### src/rtl/up_down_pkg.sv
// Shared types and constants for the up/down counter sequencer.
package up_down_pkg;

    localparam int   CNT_W     = 4;
    localparam int   CNT_MAX   = 7;
    localparam logic MODE_UP   = 1'b1;
    localparam logic MODE_DOWN = 1'b0;

    typedef enum logic [2:0] {
        ST_IDLE,
        ST_CLR,
        ST_UP,
        ST_DWELL,
        ST_DOWN,
        ST_DONE
    } state_t;

endpackage

### src/rtl/up_down_step_timer.sv
// Loadable down-counter with a zero flag; times the UP, DWELL and DOWN phases.
module up_down_step_timer #(
    parameter int TW = 4
) (
    input  logic          clk,
    input  logic          rst,
    input  logic          i_load,
    input  logic [TW-1:0] i_load_val,
    input  logic          i_dec,
    output logic          o_zero
);

    logic [TW-1:0] r_cnt;

    always_ff @(posedge clk) begin
        if (rst) begin
            r_cnt <= '0;
        end else if (i_load) begin
            r_cnt <= i_load_val;
        end else if (i_dec && (r_cnt != '0)) begin
            r_cnt <= r_cnt - TW'(1);
        end
    end

    assign o_zero = (r_cnt == '0);

endmodule

### src/rtl/up_down_seq_ctrl.sv
// Sequencer driving clear/up/dwell/down passes of the wrapping up/down counter.
// Optional counter self-check is built when SELF_CHECK_EN is defined.
module up_down_seq_ctrl
    import up_down_pkg::*;
#(
    parameter int W         = CNT_W,
    parameter int MAX_STATE = CNT_MAX,
    parameter int DWELL_CYC = 2
) (
    input  logic         clk,
    input  logic         rst,
    input  logic         start,
    input  logic         abort,
    input  logic [W-1:0] up_steps,
    input  logic [W-1:0] down_steps,
    input  logic [2:0]   passes,
    input  logic [W-1:0] cnt_value,
    output logic         ctr_rst,
    output logic         ctr_en,
    output logic         ctr_mode,
    output logic         busy,
    output logic         done,
    output logic         err
);

    localparam int DW_W = $clog2(DWELL_CYC + 1);
    localparam int TW   = (W > DW_W) ? W : DW_W;
    localparam logic [TW-1:0] DWELL_LOAD = TW'(DWELL_CYC - 1);

    state_t        r_state, w_state_nx;
    logic [W-1:0]  r_up_lat, r_down_lat;
    logic [2:0]    r_passes_lat, r_pass_idx;
    logic [2:0]    w_passes_eff;
    logic          w_more;
    logic          w_accept, w_pass_inc;
    logic          w_tmr_load, w_tmr_dec, w_tmr_zero;
    logic [TW-1:0] w_tmr_val;
    state_t        w_up_state;
    logic [TW-1:0] w_up_load;

    up_down_step_timer #(.TW(TW)) u_timer (
        .clk        (clk),
        .rst        (rst),
        .i_load     (w_tmr_load),
        .i_load_val (w_tmr_val),
        .i_dec      (w_tmr_dec),
        .o_zero     (w_tmr_zero)
    );

    assign w_passes_eff = (r_passes_lat == 3'd0) ? 3'd1 : r_passes_lat;
    assign w_more       = (r_pass_idx < (w_passes_eff - 3'd1));
    // A zero-length UP phase falls straight through to DWELL.
    assign w_up_state   = (r_up_lat == '0) ? ST_DWELL : ST_UP;
    assign w_up_load    = (r_up_lat == '0) ? DWELL_LOAD : TW'(r_up_lat - W'(1));

    always_comb begin
        w_state_nx = r_state;
        w_accept   = 1'b0;
        w_pass_inc = 1'b0;
        w_tmr_load = 1'b0;
        w_tmr_dec  = 1'b0;
        w_tmr_val  = '0;
        case (r_state)
            ST_IDLE: begin
                if (start) begin
                    w_state_nx = ST_CLR;
                    w_accept   = 1'b1;
                end
            end
            ST_CLR: begin
                w_state_nx = w_up_state;
                w_tmr_load = 1'b1;
                w_tmr_val  = w_up_load;
            end
            ST_UP: begin
                if (w_tmr_zero) begin
                    w_state_nx = ST_DWELL;
                    w_tmr_load = 1'b1;
                    w_tmr_val  = DWELL_LOAD;
                end else begin
                    w_tmr_dec = 1'b1;
                end
            end
            ST_DWELL: begin
                if (!w_tmr_zero) begin
                    w_tmr_dec = 1'b1;
                end else if (down_nonzero()) begin
                    w_state_nx = ST_DOWN;
                    w_tmr_load = 1'b1;
                    w_tmr_val  = TW'(r_down_lat - W'(1));
                end else if (w_more) begin
                    w_state_nx = w_up_state;
                    w_pass_inc = 1'b1;
                    w_tmr_load = 1'b1;
                    w_tmr_val  = w_up_load;
                end else begin
                    w_state_nx = ST_DONE;
                end
            end
            ST_DOWN: begin
                if (!w_tmr_zero) begin
                    w_tmr_dec = 1'b1;
                end else if (w_more) begin
                    w_state_nx = w_up_state;
                    w_pass_inc = 1'b1;
                    w_tmr_load = 1'b1;
                    w_tmr_val  = w_up_load;
                end else begin
                    w_state_nx = ST_DONE;
                end
            end
            ST_DONE:  w_state_nx = ST_IDLE;
            default:  w_state_nx = ST_IDLE;
        endcase
        // Abort beats everything, including a simultaneous start in IDLE.
        if (abort) begin
            w_state_nx = ST_IDLE;
            w_accept   = 1'b0;
            w_pass_inc = 1'b0;
            w_tmr_load = 1'b0;
            w_tmr_dec  = 1'b0;
        end
    end

    function automatic logic down_nonzero();
        return (r_down_lat != '0);
    endfunction

    always_ff @(posedge clk) begin
        if (rst) begin
            r_state      <= ST_IDLE;
            ctr_rst      <= 1'b0;
            ctr_en       <= 1'b0;
            ctr_mode     <= 1'b0;
            busy         <= 1'b0;
            done         <= 1'b0;
            r_up_lat     <= '0;
            r_down_lat   <= '0;
            r_passes_lat <= '0;
            r_pass_idx   <= '0;
        end else begin
            // Outputs are decoded from the next state so they line up with it.
            r_state  <= w_state_nx;
            ctr_rst  <= (w_state_nx == ST_CLR);
            ctr_en   <= (w_state_nx == ST_UP) || (w_state_nx == ST_DOWN);
            busy     <= (w_state_nx == ST_CLR) || (w_state_nx == ST_UP) ||
                        (w_state_nx == ST_DWELL) || (w_state_nx == ST_DOWN);
            done     <= (w_state_nx == ST_DONE);
            if (w_state_nx == ST_UP) begin
                ctr_mode <= MODE_UP;
            end else if (w_state_nx == ST_DOWN) begin
                ctr_mode <= MODE_DOWN;
            end
            if (w_accept) begin
                r_up_lat     <= up_steps;
                r_down_lat   <= down_steps;
                r_passes_lat <= passes;
                r_pass_idx   <= '0;
            end else if (w_pass_inc) begin
                r_pass_idx   <= r_pass_idx + 3'd1;
            end
        end
    end

`ifdef SELF_CHECK_EN
    logic [W-1:0] r_exp_val, w_exp_nx;
    logic         r_err;

    always_comb begin
        w_exp_nx = r_exp_val;
        if (ctr_rst) begin
            w_exp_nx = '0;
        end else if (ctr_en && (ctr_mode == MODE_UP)) begin
            w_exp_nx = (r_exp_val == W'(MAX_STATE)) ? '0 : r_exp_val + W'(1);
        end else if (ctr_en) begin
            w_exp_nx = (r_exp_val == '0) ? W'(MAX_STATE) : r_exp_val - W'(1);
        end
    end

    always_ff @(posedge clk) begin
        if (rst) begin
            r_exp_val <= '0;
            r_err     <= 1'b0;
        end else begin
            r_exp_val <= w_exp_nx;
            if (w_accept) begin
                r_err <= 1'b0;
            end else if (busy && !ctr_rst && (cnt_value != r_exp_val)) begin
                r_err <= 1'b1;
            end
        end
    end

    assign err = r_err;
`else
    logic w_unused_chk;
    assign w_unused_chk = ^{cnt_value, W'(MAX_STATE)};
    assign err = 1'b0;
`endif

endmodule

### config.mk
export PLATFORM = sky130hd
export DESIGN_NAME = up_down_seq_ctrl
export DESIGN_NICKNAME = d
export VERILOG_FILES = /design/src/rtl/up_down_pkg.sv /design/src/rtl/up_down_step_timer.sv /design/src/rtl/up_down_seq_ctrl.sv
export SDC_FILE = /design/constraint.sdc
export NUM_CORES = 1
export LEC_CHECK = 0
export CORE_ASPECT_RATIO = 1.75
export CORE_MARGIN = 8
export CORE_UTILIZATION = 58
export DETAILED_ROUTE_END_ITERATION = 6
export PLACE_DENSITY = 0.93
export RECOVER_POWER = 100
export SLEW_MARGIN = 0
export SYNTH_ARGS = -nofsm -noshare
export SYNTH_HDL_FRONTEND = slang
export SYNTH_SLANG_ARGS = --single-unit
### constraint.sdc
create_clock -name clk -period 7.1 [get_ports clk]
set_input_delay 1.42 -clock clk [delete_from_list [all_inputs] [get_ports clk]]
set_output_delay 1.42 -clock clk [all_outputs]
set_load 0.05 [all_outputs]
==> qor.yml <==
setup_path:
  worst_r2r_endpoint: "u_timer.r_cnt[0]"
  cpMaxStageDelayCell: "nor4b_4"
  timing.critical_path.fanout_max: 14
  worstPathCellList: "dlygate4sd3_1 > nor4b_4 > mux2i_1 > nor2_1"
  crit_required_ns: 7.22
  r2r_cells: 10
  crit_arrival_ns: 3.31
  reg2reg_from: "r_passes_lat[1]"
  timing.critical_path.buf_inv: 1
  internal_reg_to_reg_setup_slack_ns: 4.36
  endpoint_kind: "register"
  slowest_stage_delay_cp_ns: 0.89
  worst-path-stages: 4
  timing.critical_path.max_delay_family: "simple AND/OR/NAND/NOR gates"
  critPathKind: "in2reg"
  startpoint_type: "primary input"
timing:
  timing_max_transition_violations_final: 0
  setup_viol_count_final: 0
  relSlewSlack: 0.2940
  finalHoldViolations: 0
  setup_tns_ns: 0
  unrepaired_setup_endpoints_after_global_routing: "false"
  layout_setup_ws_ns: 3.918
  clock-skew-final_ns: 0.01176
  hold_slack_ns: 0.5297
  finalCriticalPeriod_ns: 3.182
  slew_at_the_pin_closest_to_its_max_slew_limit_ns: 1.055
  achievable-frequency_mhz: 314.2
  final.period_utilization: 0.4482
logic_synthesis:
  synth.yosys.seq_area_share: 0.3147
  synth.largest_area_cell: "dfxtp_1"
  synth.net_count: 203
  synth_enable_flop_cells: 0
  synthDistinctLibCells: 55
  netlist_top_cells_area: "dfxtp_1, mux2i_1, ha_1, nor2_1, xnor2_1"
  async_flop_share: 0
  post_synth_most_frequent_cells: "dfxtp_1, nor2_1, mux2i_1, ha_1"
  synthesis.instances: 175
  synth_area_per_cell_um2: 9.452
  dominantRegCellSynth: "dfxtp_1"
  yosys.area.top_type_share: 0.3147
  yosys_warnings: 0
  postSynthRegisterBits: 26
  synthesis.area_mm2: 0.001654
  synthMostInstantiatedCell: "dfxtp_1"
power:
  ir_drop_v: 0.0001441
  fin_total_pwr_uw: 359.6
  static-leakage-power_uw: 0.0006951
  p_per_cell_area_mw_per_mm2: 189.4
cts:
  path_clk_slew_ns: 0.08
  clk_root_buffer_cell: "clkbuf_8"
  cts.repair.resized: 0
  cts_post_setup_buffers_inserted: 0
  htree_num_levels: 1
  cts_tree: "done"
  ctsHoldBuffers: 0
  numClockSinks: 26
  cts.path.max_buffers: 2
  clock_insertion_delay_worst_skew_ns: 0.28
  numCtsBuffers: 3
die:
  floorplan.core_area_mm2: 0.002721
  io_pins: 25
  y_dimension_of_the_die_um: 86.65
  fp-row-count: 25
  start_util: 0.6078
  dieWidth_um: 56.37
  die_area_mm2: 0.004884
global_route:
  antenna_found_initial: 0
  groute.usage.overall: 0.1623
  grt_pass1_vias: 1459
  overflow: 0
  grt_pass1_wl_mm: 6.672
  grt_max_degree: 23
worst_hold_path:
  min_from: "r_passes_lat[0]"
  worstHoldEndpoint: "r_passes_lat[0]"
  hp-class: "reg2reg"
  worst_hold_path.num_cells: 2
layout:
  design_area_mm2: 0.001898
  num_antenna_cells: 0
  drive_gt1_frac: 0.1250
  syn2layout_area_growth_pct: 14.75
  n_fill_cell: 210
  design.final.nets: 221
flow_run:
  max-cap-violations: 0
drt:
  firstDrtPassIters: 4
  drt-initial-drc-count: 57
  route.detailed.vias_per_inst: 6.425
  dr_total_vias: 1407
  wirelength_mm: 3.925
  ant_nets: 0
  post-route-drc-count: 0
  avgRoutedWirePerCell_um: 17.92
placed_design:
  numPortBuffers: 19
  postPlaceCellArea_mm2: 0.001833
  hpwl_mm: 2.906
  post-place-ws_ns: 3.667
  gp_routability_congestion: 0.8556
outcome:
  run_status: "complete, no violations"
worst max-delay path by stage:
stage	startpoint	to	slack [ns]
2_1_floorplan	start	ctr_mode	4.74
3_3_place_gp	abort	r_passes_lat[2]	3.75
3_5_place_dp	abort	r_down_lat[3]	3.67
4_1_cts	abort	r_down_lat[3]	3.97
5_1_grt	abort	r_down_lat[1]	3.81
6_report	abort	r_down_lat[3]	3.92
worst register-to-register path, stage by stage (launching register included):
cell and delay [ns]:
dfxtp_1 0.34, o21ba_2 0.26, ha_1 0.20, xnor2_1 0.12, ha_1 0.27, o21a_1 0.22, a2bb2oi_2 0.25, a2bb2oi_1 0.38
o21ai_1 0.19, a32oi_1 0.24, a211oi_1 0.10
registers in the layout (all words and copies together) (netlist names):
register / cells
r_passes_lat: 3
r_down_lat: 4
ctr_rst: 1
r_up_lat: 4
r_pass_idx: 3
ctr_en: 1
ctr_mode: 1
r_state: 3
busy: 1
done: 1
u_timer.r_cnt: 4
routing by layer:
layer / routed length, um / track usage / part of all wire
met3: 242 / 0.03953 / 0.062
met1: 1374 / 0.1551 / 0.35
met4: 217 / 0.09670 / 0.055
met2: 2091 / 0.2999 / 0.53
met5: 0 / 0 / 0
placed cells by master (no fill, tap or decap), types with 2 or more instances in the layout:
cell type and count:
dfxtp_1 26, nor2_1 22, mux2i_1 12, clkdlybuf4s50_1 12, ha_1 9, inv_1 7, nand2_1 7, a21oi_1 7
dlygate4sd3_1 7, nand2b_1 6, nor3_1 6, xnor2_1 5, a211oi_1 5, nor2b_1 4, nor3b_1 3, xor2_1 3
o21ai_0 3, clkbuf_8 3, nor3_2 2, nor3b_4 2, and3_1 2, a21oi_4 2, nor4_1 2, a31oi_1 2
nor4_2 2, o211ai_1 2, o21bai_1 2
cell type report:
type / instances / area, um2 / area share
clock buffer: 3 / 41.29 / 0.02175
clock inverter: 1 / 30.03 / 0.01582
inverter: 8 / 30.03 / 0.01582
multi-input combinational: 135 / 1052 / 0.5544
sequential: 26 / 520.5 / 0.2742
tap: 27 / 33.78 / 0.01780
timing repair buffer: 19 / 190.2 / 0.1002
stage by stage:
step                      cells    util
final                       219  0.6975
after global routing        219  0.6975
after CTS                   219  0.6998
after detailed placement    215  0.6736
after global placement      215  0.6736
after floorplan             175       -
logic make-up (layout without fill, tap and decap cells):
family	count (synthesis)	in the layout	synth area share
XOR/XNOR	8	8	0.04236
multiplexers	12	12	0.07262
other	1	1	0.002267
AND/OR/NAND/NOR	69	69	0.2678
flip-flops	26	26	0.3147
AO/OA/AOI/OAI	36	36	0.1868
adder cells (fa/ha/maj)	9	9	0.06808
buffers and inverters	14	31	0.04538
report_power, final:
group | switching [uW] | total, uW | internal [uW]
Clock | 46.8 | 122 | 75.5
Combinational | 45.6 | 80.0 | 34.3
Sequential | 6.09 | 157 | 151
Total | 98.6 | 360 | 261
(Power assumes the default switching activity.)
